--- src/rtl/pulse_decoder.sv ---
// rtl/pulse_decoder.sv - counts rising edges in a pulse burst delimited by a run of low samples
module pulse_decoder #(
  parameter int GAP_CYCLES = 4,
  parameter int CNT_W      = 4
) (
  input  logic             clock,
  input  logic             reset,
  input  logic             signal,
  output logic [CNT_W-1:0] count,
  output logic             valid,
  output logic             overflow,
  output logic             busy
);

  // GAP_CYCLES never exceeds 15, so four bits always hold the gap run length
  localparam int GAP_W = 4;
  localparam logic [CNT_W-1:0] CNT_MAX  = {CNT_W{1'b1}};
  localparam logic [GAP_W-1:0] GAP_LAST = GAP_W'(GAP_CYCLES - 1);

  typedef enum logic {
    IDLE,
    BURST
  } state_t;

  state_t           state, state_n;
  logic             prev;
  logic [CNT_W-1:0] pcnt, pcnt_n;
  logic [GAP_W-1:0] gap, gap_n;
  logic             ovf_flag, ovf_flag_n;
  logic [CNT_W-1:0] count_n;
  logic             overflow_n;
  logic             valid_n;
  logic             rise;

  // a level held high is one pulse: only the low-to-high transition counts
  assign rise = signal & ~prev;

  // state register plus all counters and the registered result outputs
  always_ff @(posedge clock) begin
    if (reset) begin
      state    <= IDLE;
      prev     <= 1'b0;
      pcnt     <= '0;
      gap      <= '0;
      ovf_flag <= 1'b0;
      count    <= '0;
      overflow <= 1'b0;
      valid    <= 1'b0;
      busy     <= 1'b0;
    end else begin
      state    <= state_n;
      prev     <= signal;
      pcnt     <= pcnt_n;
      gap      <= gap_n;
      ovf_flag <= ovf_flag_n;
      count    <= count_n;
      overflow <= overflow_n;
      valid    <= valid_n;
      busy     <= (state_n == BURST);
    end
  end

  // next-state, pulse/gap counting and burst completion
  always_comb begin
    state_n    = state;
    pcnt_n     = pcnt;
    gap_n      = gap;
    ovf_flag_n = ovf_flag;
    count_n    = count;
    overflow_n = overflow;
    valid_n    = 1'b0;
    case (state)
      IDLE: begin
        if (rise) begin
          state_n    = BURST;
          pcnt_n     = CNT_W'(1);
          gap_n      = '0;
          ovf_flag_n = 1'b0;
        end
      end
      BURST: begin
        if (rise) begin
          if (pcnt == CNT_MAX) begin
            ovf_flag_n = 1'b1;
          end else begin
            pcnt_n = pcnt + CNT_W'(1);
          end
        end
        if (signal) begin
          gap_n = '0;
        end else if (gap == GAP_LAST) begin
          // this sample completes the gap: publish the burst and rearm
          count_n    = pcnt;
          overflow_n = ovf_flag;
          valid_n    = 1'b1;
          gap_n      = '0;
          state_n    = IDLE;
        end else begin
          gap_n = gap + GAP_W'(1);
        end
      end
      default: state_n = IDLE;
    endcase
  end

endmodule

--- config.mk ---
export PLATFORM = sky130hd
export DESIGN_NAME = pulse_decoder
export DESIGN_NICKNAME = d
export VERILOG_FILES = /design/src/rtl/pulse_decoder.sv
export SDC_FILE = /design/constraint.sdc
export NUM_CORES = 1
export LEC_CHECK = 0
export ABC_AREA = 0
export ABC_CLOCK_PERIOD_IN_PS = 1400
export CORE_UTILIZATION = 46
export DETAILED_ROUTE_END_ITERATION = 7
export PLACE_DENSITY = 0.79
export SLEW_MARGIN = 20
export SYNTH_ARGS = -nofsm -noshare
export SYNTH_HDL_FRONTEND = slang
export SYNTH_SLANG_ARGS = --single-unit
--- constraint.sdc ---
create_clock -name clock -period 1.4 [get_ports clock]
set_clock_uncertainty 0.2 [all_clocks]
set_input_delay 0.28 -clock clock [delete_from_list [all_inputs] [get_ports clock]]
set_output_delay 0.28 -clock clock [all_outputs]
set_load 0.03 [all_outputs]
Word level (Yosys, flattened, before mapping)

Index checks and enable logic that the tools add are counted.

Mux-type cells: 17
Add/subtract/negate cells: 2
Reduce and logical (&&, ||, !) cells: 4
Bitwise gates (word level): 4
Eq/ne operators: 6

Operators with widths:

| operator              | number |
|---|---|
| $mux W4               | 6 |
| $pmux W4 S2           | 2 |
| $reduce_and A3 Y1     | 3 |
| $add A4 B1 Y4 const B | 2 |
| $mux W1               | 7 |
| $eq A4 B2 Y1 const B  | 1 |
| $eq A4 B4 Y1 const B  | 1 |
| $ne A2 B1 Y1 const B  | 2 |
| $ne A2 B2 Y1 const B  | 2 |
| $pmux W1 S2           | 2 |
| $not A1 Y1            | 3 |
| $reduce_or A3 Y1      | 1 |
| $and A1 B1 Y1         | 1 |

Logic and storage cells: 41
Input port bits: 3
Flip-flop bits (word level): 17

Logic depth before layout (Yosys ltp)

Depth in word-level cells: 4
Mapped depth: 5
Mapped depth without buffers: 4

Worst setup path after synthesis

Ideal clock, no wire load.

Path type: register to register
Start: reg state
End: reg count[0]
Period minus slack after synthesis: 1560 ps
Setup slack: -160 ps
Cell stages (with the launch flop): 6
Library setup time: 60 ps
Required time: 1140 ps
Arrival time: 1300 ps
Path through: dfxtp_1 -> buf_6 -> nor4bb_4 -> and3_1 -> buf_6 -> a22o_1

Longest elaborated chain between the ends: 1

Ends and longest elaborated chain:

| item                        | RTL line | text |
|---|---|---|
| from (decl)                 | 25       | `state_t state, state_n;` |
| from (signal assigned)      | 51       | `state <= state_n;` |
| $reduce_and A3 Y1 (no line) | n/a      |  |
| to (signal assigned)        | 56       | `count <= count_n;` |
| to (decl)                   | 9        | `output logic [CNT_W-1:0] count,` |

No other way between the ends.
A chain may end at the register's enable or synchronous reset.

Worst setup path in the final report

Start: reg gap[1]
End: reg count[2]

Longest elaborated chain between the ends: 2

Ends and longest elaborated chain:

| item                        | RTL line | text |
|---|---|---|
| from (decl)                 | 28       | `logic [GAP_W-1:0] gap, gap_n;` |
| from (signal assigned)      | 54       | `gap <= gap_n;` |
| $eq A4 B2 Y1                | 91       | `end else if (gap == GAP_LAST) begin` |
| $reduce_and A3 Y1 (no line) | n/a      |  |

No other way between the ends.

==> metrics.txt <==
status=complete, but fails checks; failing checks=setup timing; antenna violations before repair=0; fin util=0.6686; Die Ht=42.10 um; CP arrival=1510 ps; fin. max-slew vios=0; asr flop ratio synth=0; Critical R2R Capture=count[2]; DR iter-0 viols=25; FMAX=0.6828 GHz; crit path max fanout=6; RSZ-0062 raised after global routing=yes; Sw Share=0.2550; Cell Area, Synth=739.5 um2; post-route minimum period=1465 ps; fillcell total=120; Main synth FF type=dfxtp_1; VDD IR-drop max=0.0004004 V; Routed Antenna Nets=0; Hold Path Depth=1; ANT cells=0; EDFF count, synth=0; Final WS setup=-64.62 ps; first-pass GRT wire length=2518 um; Worst R2R Path Depth=4; # rows=14; DP Wirelength=approximately 1100 um; r2r startpoint=gap[1]; MaxCap Viol Count=0; DR DRC count=0; Layout area overhead=36.21%; Routed wire per std cell=14.49 um; gpl congestion=0.8417; grt ovf=0; worst skew pair latency=a little under 300 ps; Slew Limit Headroom=0.7898; Via Count=682; reg2reg setup slack=-60 ps; highest metal used=met4; H-tree level count=1; Int Pwr=657.4 uW; Syn Nets=79; Power Dens Cells=just under 900 nW/um2; TritonCTS Buffers=3; share of post-route cells with drive strength above 1=0.4059; largest net degree at the start of global routing=11; Worst EP required=1440 ps; Comb pwr share=0.130; worst min path class=flop to flop; # IOs=10; Final period util=1.046; setup violators final=7; Setup CP Type=flop to flop; endpoint of the worst hold path=overflow; Worst Tran Pin Value=314.9 ps; vias per cell=5.829; first-pass detailed-route iteration total=4; met3 wire length=roughly 90 um; synth warn=0; Root Buffer=clkbuf_4; CP max-delay cell=dfxtp_2; setup_tns=-289.8 ps; area of the core=around 1500 um2; HP Start=overflow; WL met2=786 um; net load switching power=roughly 220 uW; leak pwr=0.3936 nW; clock share of power=0.304; critical path startpoint category=flop; synth unique cells=31; Max Buffers Root-to-Sink=2; total power=882.4 uW; die width=42.10 um; Final nets=107; power share of the sequential group=0.566; Num Clock Sinks=17; port bufs=9; post-synthesis sequential area ratio=0.4602; Worst setup EP type=flop; Tot GR Track Use=0.1899; clk slew on worst S/H paths=approximately 100 ps; vias in the first global route=581; post-synthesis cell count=74; DRT met1 WL=799 um; number of synthesized register bits=17; synthesized area per cell=approximately 10 um2; final wirelength=1695 um; Critical Path, Cell by Cell=ha_4 -> nor4bb_4 -> and3_4 -> a22o_1; CTS tree=done; Fin. Hold Viols=0; die area=around 1800 um2; Initial Utilization=0.4909; Worst path max stage delay=360 ps
-- registers in the layout, indices dropped and copies added, names as in the netlist --
register,flops
count,4
gap,4
overflow,1
ovf_flag,1
pcnt,4
prev,1
state,1
valid,1
-- layer usage --
layer | vias up | track usage
li1 | 333 | -
met1 | 325 | 0.2276
met2 | 22 | 0.3219
met3 | 2 | 0.03879
met4 | 0 | 0.09375
met5 | - | 0
-- cell usage after synthesis, types with 3 or more instances --
master    count  area [um2]
nand3_1       7       35.03
dfxtp_1      17       340.3
a21oi_1       6       30.03
nand2b_1      3       18.77
inv_1         3       11.26
a22o_1        5       43.79
-- cell usage in the layout (no fill, tap or decap), drive strengths merged, types with 2 or more instances in the layout --
master / n
inv: 3
and3: 2
nand2: 2
clkbuf: 3
nor2: 2
buf: 25
a211oi: 3
nand3b: 2
ha: 2
a41oi: 2
a22o: 5
o21ai: 2
nand2b: 3
clkinv: 2
a21oi: 6
dfxtp: 17
nand3: 7
-- metrics by stage --
stage	std cells	setup WS [ps]	hold WS (ps)	cell area [um2]
floorplan	74	-83.97	208.2	745.7
global placement	108	-459.6	260.2	902.1
detailed placement	108	-505.0	264.7	902.1
CTS	116	-36.92	289.0	977.2
global route	117	-122.3	304.4	1007
finish	117	-64.62	284.1	1007
-- logic make-up (layout without fill, tap and decap cells) --
family | count (synthesis) | after routing | share of synthesized area
adders and majority gates | 2 | 2 | 0.03384
and+or+nand+nor | 22 | 22 | 0.1912
buffers and inverters | 8 | 35 | 0.06598
DFF | 17 | 17 | 0.4602
AOI/OAI and AO/OA | 25 | 25 | 0.2487
-- how the worst max path moves through the flow --
stage	cells after the start	to	from	slack (ps)
4_1_cts	4	count[2]	gap[1]	-40
3_3_place_gp	4	count[2]	signal	-460
6_report	4	count[2]	gap[1]	-60
5_1_grt	4	count[3]	gap[1]	-120
2_1_floorplan	5	count[0]	state	-80
3_5_place_dp	4	count[2]	signal	-510
-- critical path: cells and delay by family, from the launching register on --
| family | cells | cell delay [ps] |
|---|---|---|
| compound gates | 1 | 140 |
| fa+ha+maj | 1 | 140 |
| flops | 1 | 360 |
| simple gates | 2 | 560 |
-- final cells by class --
type,instances,area [um2],share of cell area
well taps,16,20.02,0.01988
repair buffers,27,214.0,0.2124
clock buffers,3,22.52,0.02236
inverters,4,15.01,0.01491
multi-input cells,49,382.9,0.3801
flip-flops and latches,17,347.8,0.3453
clock inverters,1,5.005,0.004969
-- power by group through the flow --
stage	Clock [mW]	Sequential, mW	Combinational (mW)
6_report	0.269	0.499	0.115
5_1_grt	0.305	0.500	0.124
4_1_cts	0.266	0.497	0.108
3_5_place_dp	0	0.507	0.0987
3_3_place_gp	0	0.507	0.0977
2_1_floorplan	0	0.514	0.0487
-- what timing repair did --
| item | in CTS | in global routing |
|---|---|---|
| pin swaps | 5 | 7 |
| buffers inserted | 4 | 2 |
| hold buffers | 0 | 0 |
| endpoints found under the setup margin | 16 | 10 |
| gates resized for setup | 8 | 5 |
Note: power is estimated with default switching activity, not from simulation.
